--- src/rtl/issue_scoreboard_if.sv ---
// Fetch / decode / writeback signal bundle for the issue scoreboard.
// The master side drives fetch, decode-ready, writeback and flush; the slave side is the scoreboard.
interface issue_scoreboard_if;
    logic        in_valid;
    logic [31:0] in_instr;
    logic        in_ready;
    logic        out_valid;
    logic [31:0] out_instr;
    logic        out_ready;
    logic        wb_valid;
    logic [2:0]  wb_rd;
    logic        flush;
    logic [7:0]  pending;
    logic [15:0] stall_cnt;

    modport master (
        output in_valid, in_instr, out_ready, wb_valid, wb_rd, flush,
        input  in_ready, out_valid, out_instr, pending, stall_cnt
    );

    modport slave (
        input  in_valid, in_instr, out_ready, wb_valid, wb_rd, flush,
        output in_ready, out_valid, out_instr, pending, stall_cnt
    );
endinterface

--- src/rtl/issue_scoreboard.sv ---
// Issue controller: holds back instructions whose source registers have writes in flight,
// tracks outstanding writes per register and feeds decode through a one-entry output register.
module issue_scoreboard #(
    parameter int unsigned MAX_INFLIGHT = 3,
    parameter int unsigned CNT_W        = 2
) (
    input  logic               clk_i,
    input  logic               rst_ni,
    issue_scoreboard_if.slave  bus
);

    localparam logic [4:0]       OP_LDM = 5'd1;
    localparam logic [4:0]       OP_STD = 5'd2;
    localparam logic [4:0]       OP_ADD = 5'd3;
    localparam logic [4:0]       OP_NOT = 5'd4;
    localparam logic [CNT_W-1:0] MAX_C  = CNT_W'(MAX_INFLIGHT);
    localparam logic [CNT_W-1:0] ZERO_C = {CNT_W{1'b0}};

    typedef struct packed {
        logic rd_rs;
        logic rd_rd;
        logic wr_rd;
    } cls_t;

    function automatic cls_t decode(input logic [4:0] op);
        cls_t c;
        case (op)
            OP_LDM:  c = '{rd_rs: 1'b0, rd_rd: 1'b0, wr_rd: 1'b1};
            OP_STD:  c = '{rd_rs: 1'b1, rd_rd: 1'b1, wr_rd: 1'b0};
            OP_ADD:  c = '{rd_rs: 1'b1, rd_rd: 1'b1, wr_rd: 1'b1};
            OP_NOT:  c = '{rd_rs: 1'b1, rd_rd: 1'b0, wr_rd: 1'b1};
            default: c = '{rd_rs: 1'b0, rd_rd: 1'b0, wr_rd: 1'b0};
        endcase
        return c;
    endfunction

    logic [CNT_W-1:0] count_q [8];
    logic [CNT_W-1:0] count_d [8];
    logic             out_valid_q, out_valid_d;
    logic [31:0]      out_instr_q, out_instr_d;
    logic [15:0]      stall_q, stall_d;

    cls_t       in_cls_s, out_cls_s;
    logic [2:0] in_rs_s, in_rd_s, out_rd_s;
    logic       hazard_s, in_ready_s, issue_s;
    logic [7:0] inc_s, wb_dec_s, fl_dec_s, pending_s;

    // Decode the offered and the held instruction; hazards use start-of-cycle counts only.
    always_comb begin
        in_cls_s   = decode(bus.in_instr[31:27]);
        out_cls_s  = decode(out_instr_q[31:27]);
        in_rs_s    = bus.in_instr[26:24];
        in_rd_s    = bus.in_instr[23:21];
        out_rd_s   = out_instr_q[23:21];
        hazard_s   = (in_cls_s.rd_rs && (count_q[in_rs_s] != ZERO_C)) ||
                     (in_cls_s.rd_rd && (count_q[in_rd_s] != ZERO_C)) ||
                     (in_cls_s.wr_rd && (count_q[in_rd_s] == MAX_C));
        in_ready_s = !bus.flush && !hazard_s && (!out_valid_q || bus.out_ready);
        issue_s    = bus.in_valid && in_ready_s;
    end

    // Per-register count update; a flushed write and a writeback each retire one, clamped at zero.
    always_comb begin
        logic [CNT_W:0] sum_v;
        logic [CNT_W:0] sub_v;
        for (int i = 0; i < 8; i++) begin
            inc_s[i]     = issue_s && in_cls_s.wr_rd && (in_rd_s == 3'(i));
            wb_dec_s[i]  = bus.wb_valid && (bus.wb_rd == 3'(i)) && (count_q[i] != ZERO_C);
            fl_dec_s[i]  = bus.flush && out_valid_q && out_cls_s.wr_rd && (out_rd_s == 3'(i));
            pending_s[i] = (count_q[i] != ZERO_C);
            sum_v = {1'b0, count_q[i]} + (CNT_W+1)'(inc_s[i]);
            sub_v = (CNT_W+1)'(wb_dec_s[i]) + (CNT_W+1)'(fl_dec_s[i]);
            if (sum_v > sub_v) begin
                count_d[i] = CNT_W'(sum_v - sub_v);
            end else begin
                count_d[i] = ZERO_C;
            end
        end
    end

    // Output register next state: flush wins, then issue, then drain.
    always_comb begin
        out_valid_d = out_valid_q;
        out_instr_d = out_instr_q;
        if (bus.flush) begin
            out_valid_d = 1'b0;
        end else if (issue_s) begin
            out_valid_d = 1'b1;
            out_instr_d = bus.in_instr;
        end else if (out_valid_q && bus.out_ready) begin
            out_valid_d = 1'b0;
        end else begin
            out_valid_d = out_valid_q;
        end
    end

    // Saturating stall counter.
    always_comb begin
        if (bus.in_valid && !in_ready_s && (stall_q != 16'hFFFF)) begin
            stall_d = stall_q + 16'd1;
        end else begin
            stall_d = stall_q;
        end
    end

    // State registers.
    always_ff @(posedge clk_i or negedge rst_ni) begin
        if (!rst_ni) begin
            out_valid_q <= 1'b0;
            out_instr_q <= 32'h0000_0000;
            stall_q     <= 16'h0000;
            for (int i = 0; i < 8; i++) begin
                count_q[i] <= ZERO_C;
            end
        end else begin
            out_valid_q <= out_valid_d;
            out_instr_q <= out_instr_d;
            stall_q     <= stall_d;
            for (int i = 0; i < 8; i++) begin
                count_q[i] <= count_d[i];
            end
        end
    end

    assign bus.in_ready  = in_ready_s;
    assign bus.out_valid = out_valid_q;
    assign bus.out_instr = out_instr_q;
    assign bus.pending   = pending_s;
    assign bus.stall_cnt = stall_q;

endmodule
--- src/flat_wrapper.sv ---
// flat-port wrapper written by rule: the top's interface ports become plain ports
module issue_scoreboard_flat 
#(
    parameter int unsigned MAX_INFLIGHT = 3,
    parameter int unsigned CNT_W        = 2
)
  (clk_i, rst_ni, bus_in_valid, bus_in_instr, bus_out_ready, bus_wb_valid, bus_wb_rd, bus_flush, bus_in_ready, bus_out_valid, bus_out_instr, bus_pending, bus_stall_cnt);
  issue_scoreboard_if bus_i ();
  input  logic clk_i;
  input  logic rst_ni;
  input wire logic [$bits(bus_i.in_valid)-1:0] bus_in_valid;
  input wire logic [$bits(bus_i.in_instr)-1:0] bus_in_instr;
  input wire logic [$bits(bus_i.out_ready)-1:0] bus_out_ready;
  input wire logic [$bits(bus_i.wb_valid)-1:0] bus_wb_valid;
  input wire logic [$bits(bus_i.wb_rd)-1:0] bus_wb_rd;
  input wire logic [$bits(bus_i.flush)-1:0] bus_flush;
  output wire logic [$bits(bus_i.in_ready)-1:0] bus_in_ready;
  output wire logic [$bits(bus_i.out_valid)-1:0] bus_out_valid;
  output wire logic [$bits(bus_i.out_instr)-1:0] bus_out_instr;
  output wire logic [$bits(bus_i.pending)-1:0] bus_pending;
  output wire logic [$bits(bus_i.stall_cnt)-1:0] bus_stall_cnt;
  assign bus_i.in_valid = bus_in_valid;
  assign bus_i.in_instr = bus_in_instr;
  assign bus_i.out_ready = bus_out_ready;
  assign bus_i.wb_valid = bus_wb_valid;
  assign bus_i.wb_rd = bus_wb_rd;
  assign bus_i.flush = bus_flush;
  assign bus_in_ready = bus_i.in_ready;
  assign bus_out_valid = bus_i.out_valid;
  assign bus_out_instr = bus_i.out_instr;
  assign bus_pending = bus_i.pending;
  assign bus_stall_cnt = bus_i.stall_cnt;
  issue_scoreboard #(.MAX_INFLIGHT(MAX_INFLIGHT), .CNT_W(CNT_W)) u_core (.clk_i(clk_i), .rst_ni(rst_ni), .bus(bus_i));
endmodule
--- config.mk ---
export PLATFORM = sky130hd
export DESIGN_NAME = issue_scoreboard_flat
export DESIGN_NICKNAME = d
export VERILOG_FILES = /design/src/rtl/issue_scoreboard_if.sv /design/src/rtl/issue_scoreboard.sv /design/src/flat_wrapper.sv
export SDC_FILE = /design/constraint.sdc
export NUM_CORES = 1
export LEC_CHECK = 0
export BUFFER_PORTS_ARGS = -buffer_cell sky130_fd_sc_hd__buf_2
export CORE_MARGIN = 8
export CORE_UTILIZATION = 43
export CTS_CLUSTER_DIAMETER = 30
export DETAILED_ROUTE_END_ITERATION = 8
export PLACE_DENSITY = 0.67
export SLEW_MARGIN = 20
export SYNTH_ARGS = -nofsm -noshare
export SYNTH_HDL_FRONTEND = slang
export SYNTH_SLANG_ARGS = --single-unit
--- constraint.sdc ---
create_clock -name clk_i -period 3.7 [get_ports clk_i]
set_input_delay 1.11 -clock clk_i [delete_from_list [all_inputs] [get_ports clk_i]]
set_output_delay 1.11 -clock clk_i [all_outputs]
set_load 0.02 [all_outputs]
==> results.cfg <==
[status]
status = complete, but fails checks
failed_checks = setup timing

[route]
vias = 3354
drc = 0
via_per_inst = 5.28
routed_wl_um = 10600
ant_nets = 0
drt_pass1_iterations = 4
drt_iter0_markers = 161
wire_per_inst_um = 16.7

[floorplan]
coreArea_um2 = 9110
die_area_um2 = 12600
start_util_pct = 43.5
die_height_um = 112
die_w_um = 112
io_pins = 99
rows = 35

[placed_design]
gp_congestion = 0.874
place_ws_ps = -526
dpl.hpwl_um = 8070
dpl_cell_area_um2 = 4900
port_buffers = 98

[synthesis]
synthTopCellsByArea = dfrtp_1 (41%), ha_1 (10%), mux2_2 (9.4%), fa_1 (4.0%), nand2b_1 (3.2%)
syn_area_um2 = 3970
synth_nets = 458
synth_ff_type = dfrtp_1
syn_inst = 376
ys_ff_latch = 65
yosys_warnings = 0
synth.distinct_cells = 47
syn-mean-instance-area_um2 = 10.5
ys_seq_area_share_pct = 41.0
yosysTopAreaCell = dfrtp_1
synth_top_area_share_pct = 41.0
synthArstFlopShare_pct = 100
synth-edff-count = 0

[min_path]
hp-class = reg2reg

[clock_tree]
cts_buffers = 9
h-tree-depth = 3
clkLatencyLatePin_ps = 340
cts_tree = yes
cts_max_path_buffers = 2
cts.clk_slew.worst_paths_ps = 70
cts_sinks = 65
cts_root_buf = clkbuf_8
ctsHoldBuffers = 0

[setup_path]
crit_arrival_ps = 2760
crit_buf_inv = 5
max_stage_delay_ps = 410
critPathKind = in2out
cp-end-kind = output pin
required_ps = 2590
crit_chain = buf_12 > buf_6 > nand4b_1 > o21ai_2 > or3_4 > a2111oi_4 > or3_4 > buf_12 > inv_4 > buf_6
crit_slowest_cell = or3_4
start_kind = input port
path_delay_family = simple AND/OR/NAND/NOR gates
path_max_fanout = 7

[cells_and_area]
final_common_cell = buf_2
seq_area_um2 = 1630
drive_gt1_share_pct = 48.1
nFillCells = 769
area_delta_synth_final_pct = 38.7
final_cell_area_um2 = 5500
fin_nets = 601
multi_input_area_um2 = 2510
n_antenna_cell = 0
layout_common_cells = buf_2 (93), dfrtp_1 (65), buf_4 (39)

[sta]
drv_slew = 0
tightestPinTransition_ps = 720
setup_ws_ps = -173
setup_violations = 13
rsz0062_at_grt = yes
min_period_over_period_pct = 105
slew_headroom_pct = 51.6
fmax_mhz = 258
finalCriticalPeriod_ps = 3870
timing_hold_violations_final = 0
fin_skew_ps = 7.45

[global_routing]
grt_pass1_wl_um = 17300
grt_pass1_vias = 3615
grt_usage_pct = 16.9
grt_max_degree = 46
grt.overflow.total = 0
grt_antenna_before_repair = 0

[power]
p_total_uw = 2570
p_leak_uw = 0.00265
ir_drop_v = 0.000259
power_density_nw_per_um2 = 467

[run]
cap_violations = 0
==> cell families after synthesis <==
logic type / after synthesis / share of synthesized area [%]
compound gates: 33 / 5.21
buf+inv: 43 / 4.61
flops: 65 / 41.0
simple gates: 139 / 20.1
xor+xnor: 13 / 2.87
mux: 42 / 11.8
fa+ha+maj: 41 / 14.4
==> state kept, by name, indices dropped and copies added, names as in the netlist <==
signal and cells:
u_core.bus.out_instr 32, u_core.count_q 16, u_core.bus.out_valid 1, u_core.bus.stall_cnt 16
==> path summary, 6_finish.rpt <==
| path | to | startpoint | cells after the start | slack, ps |
|---|---|---|---|---|
| min reg2reg | u_core.bus.stall_cnt[9] | u_core.bus.stall_cnt[9] | 1 | 500 |
| max reg2reg | u_core.count_q[6] | u_core.count_q[8] | 14 | 150 |
| min | u_core.bus.stall_cnt[9] | u_core.bus.stall_cnt[9] | 1 | 500 |
| max | bus_in_ready | bus_in_instr[22] | 10 | -170 |
| max in group asynchronous | u_core.bus.out_instr[14] | rst_ni | 2 | 2340 |
| min in group asynchronous | u_core.count_q[2] | rst_ni | 1 | 760 |
==> per-stage QoR <==
step	instances	hold slack, ps	utilization (%)	setup TNS (ps)
after floorplan	376	590	-	-1380
after global routing	635	509	60.4	-2170
after global placement	609	468	53.8	-8500
after CTS	632	497	58.2	-835
after detailed placement	609	487	53.8	-11350
final	635	498	60.4	-1080
==> cell usage after synthesis, types with 2 or more instances <==
master / instances
nor2b_1: 4
nor2_1: 16
mux2i_1: 4
a31oi_1: 2
or2_2: 4
nand3b_1: 6
fa_1: 8
o21ai_0: 6
inv_1: 33
and2_1: 3
ha_1: 33
dfrtp_1: 65
buf_2: 3
nand2_1: 19
nand2b_1: 20
nor4b_1: 4
nor3_1: 14
clkbuf_1: 4
nand4_1: 5
and3_1: 5
mux2_2: 33
xnor2_1: 12
nand3_1: 9
nor3b_1: 3
buf_6: 2
nor4_1: 7
a21oi_1: 16
mux2_1: 5
or3_1: 10
or4_1: 4
==> power breakdown <==
group | total (µW) | switching, µW | internal [µW]
registers | 1000 | 149 | 855
logic | 941 | 532 | 409
clock network | 623 | 304 | 318
total | 2570 | 985 | 1580
==> per-layer routing <==
layer	global-route usage [%]	routed length, µm	share of wire, %	vias up
met4	8.09	299	2.8	0
met3	3.54	426	4.0	22
met5	0	0	0	-
met1	18.8	4270	40	1659
met2	30.2	5620	53	75
li1	-	-	-	1598
==> worst register-to-register path: stages, from the launching register on <==
cell       delay [ps]
dfrtp_1           410
or2_1             300
or3b_1            380
o2111ai_1         110
o211ai_1          110
or3_4             370
buf_6             140
nor4_4            190
buf_4             180
nor2b_4           150
ha_4              140
inv_2              40
fa_1              500
or3_4             380
a21oi_2           120
==> repair_timing <==
action | CTS | global route
resized for setup | 32 | 41
setup buffers | 7 | 3
pin swaps | 19 | 22
endpoints found under the setup margin | 15 | 17
==> final cells by class <==
class	instances	area share (%)
multi-input cells	268	45.7
flip-flops and latches	65	29.6
repair buffers	141	16.2
well taps	111	2.53
inverters	34	2.37
clock buffers	9	2.25
clock inverters	7	1.43
Note: power is estimated with default switching activity, not from simulation.
